<file path="src/rtl/imm_ext_pkg.sv">
// imm_ext_pkg: immediate-source encodings and field widths shared by the
// immediate-extension core and its pipeline wrapper.
package imm_ext_pkg;

    typedef enum logic [1:0] {
        IMM_ROT8 = 2'b00,
        IMM_U12  = 2'b01,
        IMM_BR24 = 2'b10,
        IMM_ILL  = 2'b11
    } imm_src_e;

    localparam int ROT_W       = 4;
    localparam int IMM_FIELD_W = 24;

endpackage

</file>
<file path="src/rtl/imm_ext_core.sv">
// imm_ext_core: combinational immediate extension (rotated imm8, imm12, branch imm24)
// with shifter carry-out and illegal-mode flag. Holds no state.
module imm_ext_core
    import imm_ext_pkg::*;
#(
    parameter int DATA_W = 32
) (
    input  imm_src_e                 mode,
    input  logic [IMM_FIELD_W-1:0]   field,
    input  logic                     carry_in,
    input  logic                     offset_up,
    output logic [DATA_W-1:0]        result,
    output logic                     carry_out,
    output logic                     err
);

    logic [ROT_W-1:0]               rot;
    logic [5:0]                     rot_amt;
    logic [31:0]                    rot_base;
    logic [31:0]                    rot_val;
    logic signed [IMM_FIELD_W+1:0]  br_off;

    assign rot      = field[11:8];
    assign rot_amt  = {1'b0, rot, 1'b0};
    assign rot_base = {24'h000000, field[7:0]};
    // A shift by 32 yields zero, so rot==0 needs no special case here
    assign rot_val  = (rot_base >> rot_amt) | (rot_base << (6'd32 - rot_amt));
    assign br_off   = {field, 2'b00};

    always_comb begin
        result    = '0;
        carry_out = carry_in;
        err       = 1'b0;
        case (mode)
            IMM_ROT8: begin
                result[31:0] = rot_val;
                if (rot != '0) begin
                    carry_out = rot_val[31];
                end
            end
            IMM_U12: begin
                result[11:0] = field[11:0];
                if (!offset_up) begin
                    result = -result;
                end
            end
            IMM_BR24: begin
                result = DATA_W'(br_off);
            end
            default: begin
                err = 1'b1;
            end
        endcase
    end

endmodule

</file>
<file path="src/rtl/imm_extend_pipe.sv">
// imm_extend_pipe: valid/ready pipelined immediate extender (1 or 2 stages) with a side-band tag.
// Optional macro EXTEND_NEG_OFFSET_EN: negate imm12 offsets when OffsetUp is low.
module imm_extend_pipe
    import imm_ext_pkg::*;
#(
    parameter int DATA_W = 32,
    parameter int STAGES = 2,
    parameter int TAG_W  = 5
) (
    input  logic                   CLK,
    input  logic                   RESETn,
    input  logic                   InValid,
    output logic                   InReady,
    input  logic [1:0]             ImmSrc,
    input  logic [IMM_FIELD_W-1:0] InstrImm,
    input  logic                   CarryIn,
    input  logic [TAG_W-1:0]       InTag,
    input  logic                   OffsetUp,
    output logic                   OutValid,
    input  logic                   OutReady,
    output logic [DATA_W-1:0]      ExtImm,
    output logic                   ImmCarry,
    output logic                   ImmErr,
    output logic [TAG_W-1:0]       OutTag
);

    if (STAGES != 1 && STAGES != 2) begin : g_bad_stages
        $error("imm_extend_pipe: STAGES must be 1 or 2");
    end
    if (DATA_W < 32) begin : g_bad_width
        $error("imm_extend_pipe: DATA_W must be >= 32");
    end

    imm_src_e               core_mode;
    logic [IMM_FIELD_W-1:0] core_field;
    logic                   core_carry_in;
    logic                   core_up;
    logic [DATA_W-1:0]      core_result;
    logic                   core_carry;
    logic                   core_err;
    logic                   up_valid;
    logic [TAG_W-1:0]       up_tag;
    logic                   out_ready;

`ifndef EXTEND_NEG_OFFSET_EN
    logic unused_offset_up;
    assign unused_offset_up = OffsetUp;
`endif

    assign out_ready = !OutValid || OutReady;

    if (STAGES == 2) begin : g_two
        logic                   s1_valid;
        imm_src_e               s1_mode;
        logic [IMM_FIELD_W-1:0] s1_field;
        logic                   s1_carry;
        logic [TAG_W-1:0]       s1_tag;

        assign InReady = !s1_valid || out_ready;

        always_ff @(posedge CLK or negedge RESETn) begin
            if (!RESETn) begin
                s1_valid <= 1'b0;
                s1_mode  <= IMM_ROT8;
                s1_field <= '0;
                s1_carry <= 1'b0;
                s1_tag   <= '0;
            end else if (InReady) begin
                s1_valid <= InValid;
                if (InValid) begin
                    s1_mode  <= imm_src_e'(ImmSrc);
                    s1_field <= InstrImm;
                    s1_carry <= CarryIn;
                    s1_tag   <= InTag;
                end
            end
        end

`ifdef EXTEND_NEG_OFFSET_EN
        logic s1_up;
        always_ff @(posedge CLK or negedge RESETn) begin
            if (!RESETn) begin
                s1_up <= 1'b1;
            end else if (InReady && InValid) begin
                s1_up <= OffsetUp;
            end
        end
        assign core_up = s1_up;
`else
        assign core_up = 1'b1;
`endif

        assign up_valid      = s1_valid;
        assign up_tag        = s1_tag;
        assign core_mode     = s1_mode;
        assign core_field    = s1_field;
        assign core_carry_in = s1_carry;
    end else begin : g_one
        assign InReady       = out_ready;
        assign up_valid      = InValid;
        assign up_tag        = InTag;
        assign core_mode     = imm_src_e'(ImmSrc);
        assign core_field    = InstrImm;
        assign core_carry_in = CarryIn;
`ifdef EXTEND_NEG_OFFSET_EN
        assign core_up       = OffsetUp;
`else
        assign core_up       = 1'b1;
`endif
    end

    imm_ext_core #(.DATA_W(DATA_W)) u_core (
        .mode      (core_mode),
        .field     (core_field),
        .carry_in  (core_carry_in),
        .offset_up (core_up),
        .result    (core_result),
        .carry_out (core_carry),
        .err       (core_err)
    );

    always_ff @(posedge CLK or negedge RESETn) begin
        if (!RESETn) begin
            OutValid <= 1'b0;
            ExtImm   <= '0;
            ImmCarry <= 1'b0;
            ImmErr   <= 1'b0;
            OutTag   <= '0;
        end else if (out_ready) begin
            OutValid <= up_valid;
            if (up_valid) begin
                ExtImm   <= core_result;
                ImmCarry <= core_carry;
                ImmErr   <= core_err;
                OutTag   <= up_tag;
            end
        end
    end

endmodule
</file>
<file path="config.mk">
export PLATFORM = sky130hd
export DESIGN_NAME = imm_extend_pipe
export DESIGN_NICKNAME = d
export VERILOG_FILES = /design/src/rtl/imm_ext_pkg.sv /design/src/rtl/imm_ext_core.sv /design/src/rtl/imm_extend_pipe.sv
export SDC_FILE = /design/constraint.sdc
export NUM_CORES = 1
export LEC_CHECK = 0
export BUFFER_PORTS_ARGS = -buffer_cell sky130_fd_sc_hd__buf_2
export CAP_MARGIN = 20
export CORE_MARGIN = 1.5
export CORE_UTILIZATION = 49
export DETAILED_ROUTE_END_ITERATION = 6
export PLACE_DENSITY_LB_ADDON = 0.05
export SYNTH_ARGS = -nofsm -noshare
export SYNTH_HDL_FRONTEND = slang
export SYNTH_SLANG_ARGS = --single-unit
</file>
<file path="constraint.sdc">
create_clock -name CLK -period 2.6 [get_ports CLK]
set_clock_uncertainty 0.2 [all_clocks]
set_input_delay 0.13 -clock CLK [delete_from_list [all_inputs] [get_ports CLK]]
set_output_delay 0.13 -clock CLK [all_outputs]
set_load 0.02 [all_outputs]
</file>
==> results.py <==
metrics = {
    "sta": {
        "rsz0062_at_grt": "false",
        "max_freq_ghz": 0.452,
        "finalCriticalPeriod_ns": 2.21,
        "worst_slew_pin_slew_ns": 0.763,
        "whs_ns": 0.0284,
        "finalHoldViolCount": 0,
        "setup_viol": 0,
        "drv_slew": 0,
        "slew_headroom_pct": 49.2,
        "period_share_pct": 85.1,
        "fin_tns_setup_ns": 0,
    },
    "setup_path": {
        "worst-setup-path-type": "flip-flop to flip-flop",
        "path_delay_family": "multiplexers",
        "endpoint_kind": "flip-flop",
        "r2r_setup_slack_ns": 0.39,
        "critPathSlowestCell": "mux2i_1",
        "slowest_delay_ns": 0.47,
        "crit_buf_inv": 2,
        "setup.worst_path.end": "ExtImm[14]",
        "crit_start": "core_field[8]",
        "crit_path_max_fanout": 19,
        "arrival_ns": 2.23,
        "worst_r2r_path_depth": 6,
        "cp.depth": 6,
        "regToRegStartpoint": "core_field[8]",
        "r2r_end": "ExtImm[14]",
        "worstPathCellList": "inv_1 -> ha_1 -> buf_4 -> mux2i_1 -> nand2b_1 -> a31oi_1",
        "cp.required_ns": 2.61,
        "start_kind": "flip-flop",
    },
    "synth": {
        "synth_top_area_share_pct": 49.1,
        "synth_seq_cells": 73,
        "synth_edf_count": 0,
        "syn_avg_cell_area_um2": 10.3,
        "yosysTopAreaCell": "dfrtp_1",
        "synthCells": 361,
        "yosysSeqAreaShare_pct": 49.1,
        "async_flop_share_pct": 100,
        "ys_types": 53,
        "synth_area_leaders": "dfrtp_1 49%, mux2_2 11%, nand2_1 4.3%",
        "synth_nets": 399,
        "synth_warnings": 0,
        "synth_area_um2": 3720,
        "synth_flop_cell": "dfrtp_1",
    },
    "place": {
        "hpwl_mm": 6.77,
        "gp_congestion": 0.908,
        "portBuffers": 76,
    },
    "global_routing": {
        "track_usage_pct": 26.5,
        "first_global_vias": 3240,
        "gr-max-usage-layer": "met2",
        "met2_usage_pct": 40.5,
        "use_met3_pct": 5.16,
        "grt_start_max_net_pins": 37,
        "grt_antenna_before_repair": 0,
        "gr-usage-met1_pct": 36.4,
        "overflow": 0,
        "grt_first_pass_wirelength_mm": 16.7,
    },
    "detailed_routing": {
        "post_drt_wl_per_cell_um": 17.0,
        "firstDrtPassIters": 5,
        "ant_nets": 0,
        "drtIter0Drc": 308,
        "num_vias": 3246,
        "finalWirelength_mm": 9.85,
        "drc": 0,
        "vias_per_cell": 5.61,
    },
    "finish": {
        "drive_above_1_share_pct": 32.3,
        "synthToLayoutAreaGrowth_pct": 29.4,
        "final_cell_mix": "76 x buf_2, 73 x dfrtp_1, 43 x nand2_1",
        "post-route-util_pct": 66.1,
        "nNetsFinal": 513,
        "diodes": 0,
        "mostFrequentLayoutCell": "buf_2",
    },
    "pwr": {
        "p_per_area_nw_per_um2": 784,
        "peakVddDrop_uv": 396,
        "leakagePower_nw": 2.16,
        "total_power_mw": 3.78,
    },
    "cts": {
        "cts.clk_slew.worst_paths_ns": 0.08,
        "htreeDepth": 3,
        "clock_latency_ns": 0.35,
        "post_cts_resized": 0,
        "cts_buffer_depth": 2,
        "clockRootBuffer": "clkbuf_8",
        "cts.sinks": 73,
        "cts_tree": "yes",
        "cts_made_buffers": 9,
    },
    "floorplan": {
        "die_x_um": 90.2,
        "initial_core_util_pct": 51.1,
        "core.rowCount": 31,
        "die_area_um2": 8130,
        "die-height_um": 90.2,
        "ios": 78,
        "core_um2": 7290,
    },
    "flow_run": {
        "max-cap-violations": 0,
    },
    "worst_hold_path": {
        "min_path_type": "input port to async pin",
    },
    "status": {
        "status": "finished clean",
    },
}
[synthesized netlist by cell type, types with 2 or more instances]
| cell | instances |
|---|---|
| nor3_1 | 8 |
| dfrtp_1 | 73 |
| nor2_1 | 25 |
| a31oi_1 | 7 |
| or3_1 | 2 |
| nand2_1 | 43 |
| buf_4 | 2 |
| a21oi_1 | 17 |
| buf_2 | 9 |
| a21o_1 | 2 |
| mux2_2 | 36 |
| nand3_1 | 12 |
| or2_2 | 2 |
| nand2b_1 | 5 |
| o211ai_1 | 5 |
| o221ai_1 | 7 |
| clkbuf_1 | 15 |
| o21ai_0 | 8 |
| nor2b_1 | 7 |
| nand3b_1 | 4 |
| o22ai_1 | 5 |
| nand4_1 | 3 |
| nor3b_1 | 4 |
| a221oi_1 | 7 |
| and2_1 | 2 |
| mux2i_1 | 15 |
| a22oi_1 | 5 |
| and3_1 | 2 |
| inv_1 | 5 |
[area by class of cell]
type / instances / area, µm²
fill: 621 / 2470
sequential: 73 / 1830
multi-input combinational: 255 / 1750
timing repair buffer: 131 / 881
clock buffer: 11 / 141
tap: 99 / 124
clock inverter: 5 / 78.8
inverter: 5 / 18.8
[report_power, final]
group | internal [mW] | total (mW) | switching, mW
sequential | 1.35 | 1.53 | 0.184
combinational | 0.515 | 1.26 | 0.749
clock | 0.565 | 0.981 | 0.416
total | 2.43 | 3.78 | 1.35
[how the worst min path moves through the flow]
stage,start,to,depth (start not counted)
final,RESETn,core_field[5],2
after CTS,OutReady,OutValid,3
after floorplan,RESETn,ExtImm[0],0
after detailed placement,RESETn,core_field[5],1
after global routing,OutReady,OutValid,3
after global placement,RESETn,core_field[6],1
[cells by family after synthesis]
group / Yosys count / share of synthesized area (%)
AOI/OAI and AO/OA: 77 / 14.4
xor gates and xnor gates: 2 / 0.672
adders and majority gates: 1 / 0.336
buffers and inverters: 33 / 4.03
DFF: 73 / 49.1
muxes: 51 / 14.9
and+or+nand+nor: 124 / 16.6
[flip-flops by register name, summed over array words and instances, names as in the netlist]
| name | flops |
|---|---|
| ExtImm | 32 |
| ImmCarry | 1 |
| g_two.s1_valid | 1 |
| OutTag | 5 |
| OutValid | 1 |
| core_field | 24 |
| core_mode | 2 |
| ImmErr | 1 |
| core_carry_in | 1 |
| g_two.s1_tag | 5 |
[per-layer routing]
metal	share of wire [%]	routed length, µm	vias up
met5	0	0	-
met2	47	4580	110
met3	5.6	556	19
met1	46	4490	1572
li1	-	-	1545
met4	2.2	215	0
[through the flow]
| stage | instance area (µm²) | instances | setup WS (ns) |
|---|---|---|---|
| after floorplan | 3720 | 361 | 0.147 |
| after global placement | 4250 | 528 | 0.430 |
| after detailed placement | 4250 | 528 | 0.415 |
| after CTS | 4820 | 579 | 0.405 |
| after global routing | 4820 | 579 | 0.196 |
| final | 4820 | 579 | 0.387 |
[timing repair]
action / in CTS / in global routing
endpoints found under the setup margin: 0 / 0
endpoints found under the hold margin: 106 / 0
hold buffers: 35 / 0
setup buffers: 0 / 0
Note: power is estimated with default switching activity, not from simulation.
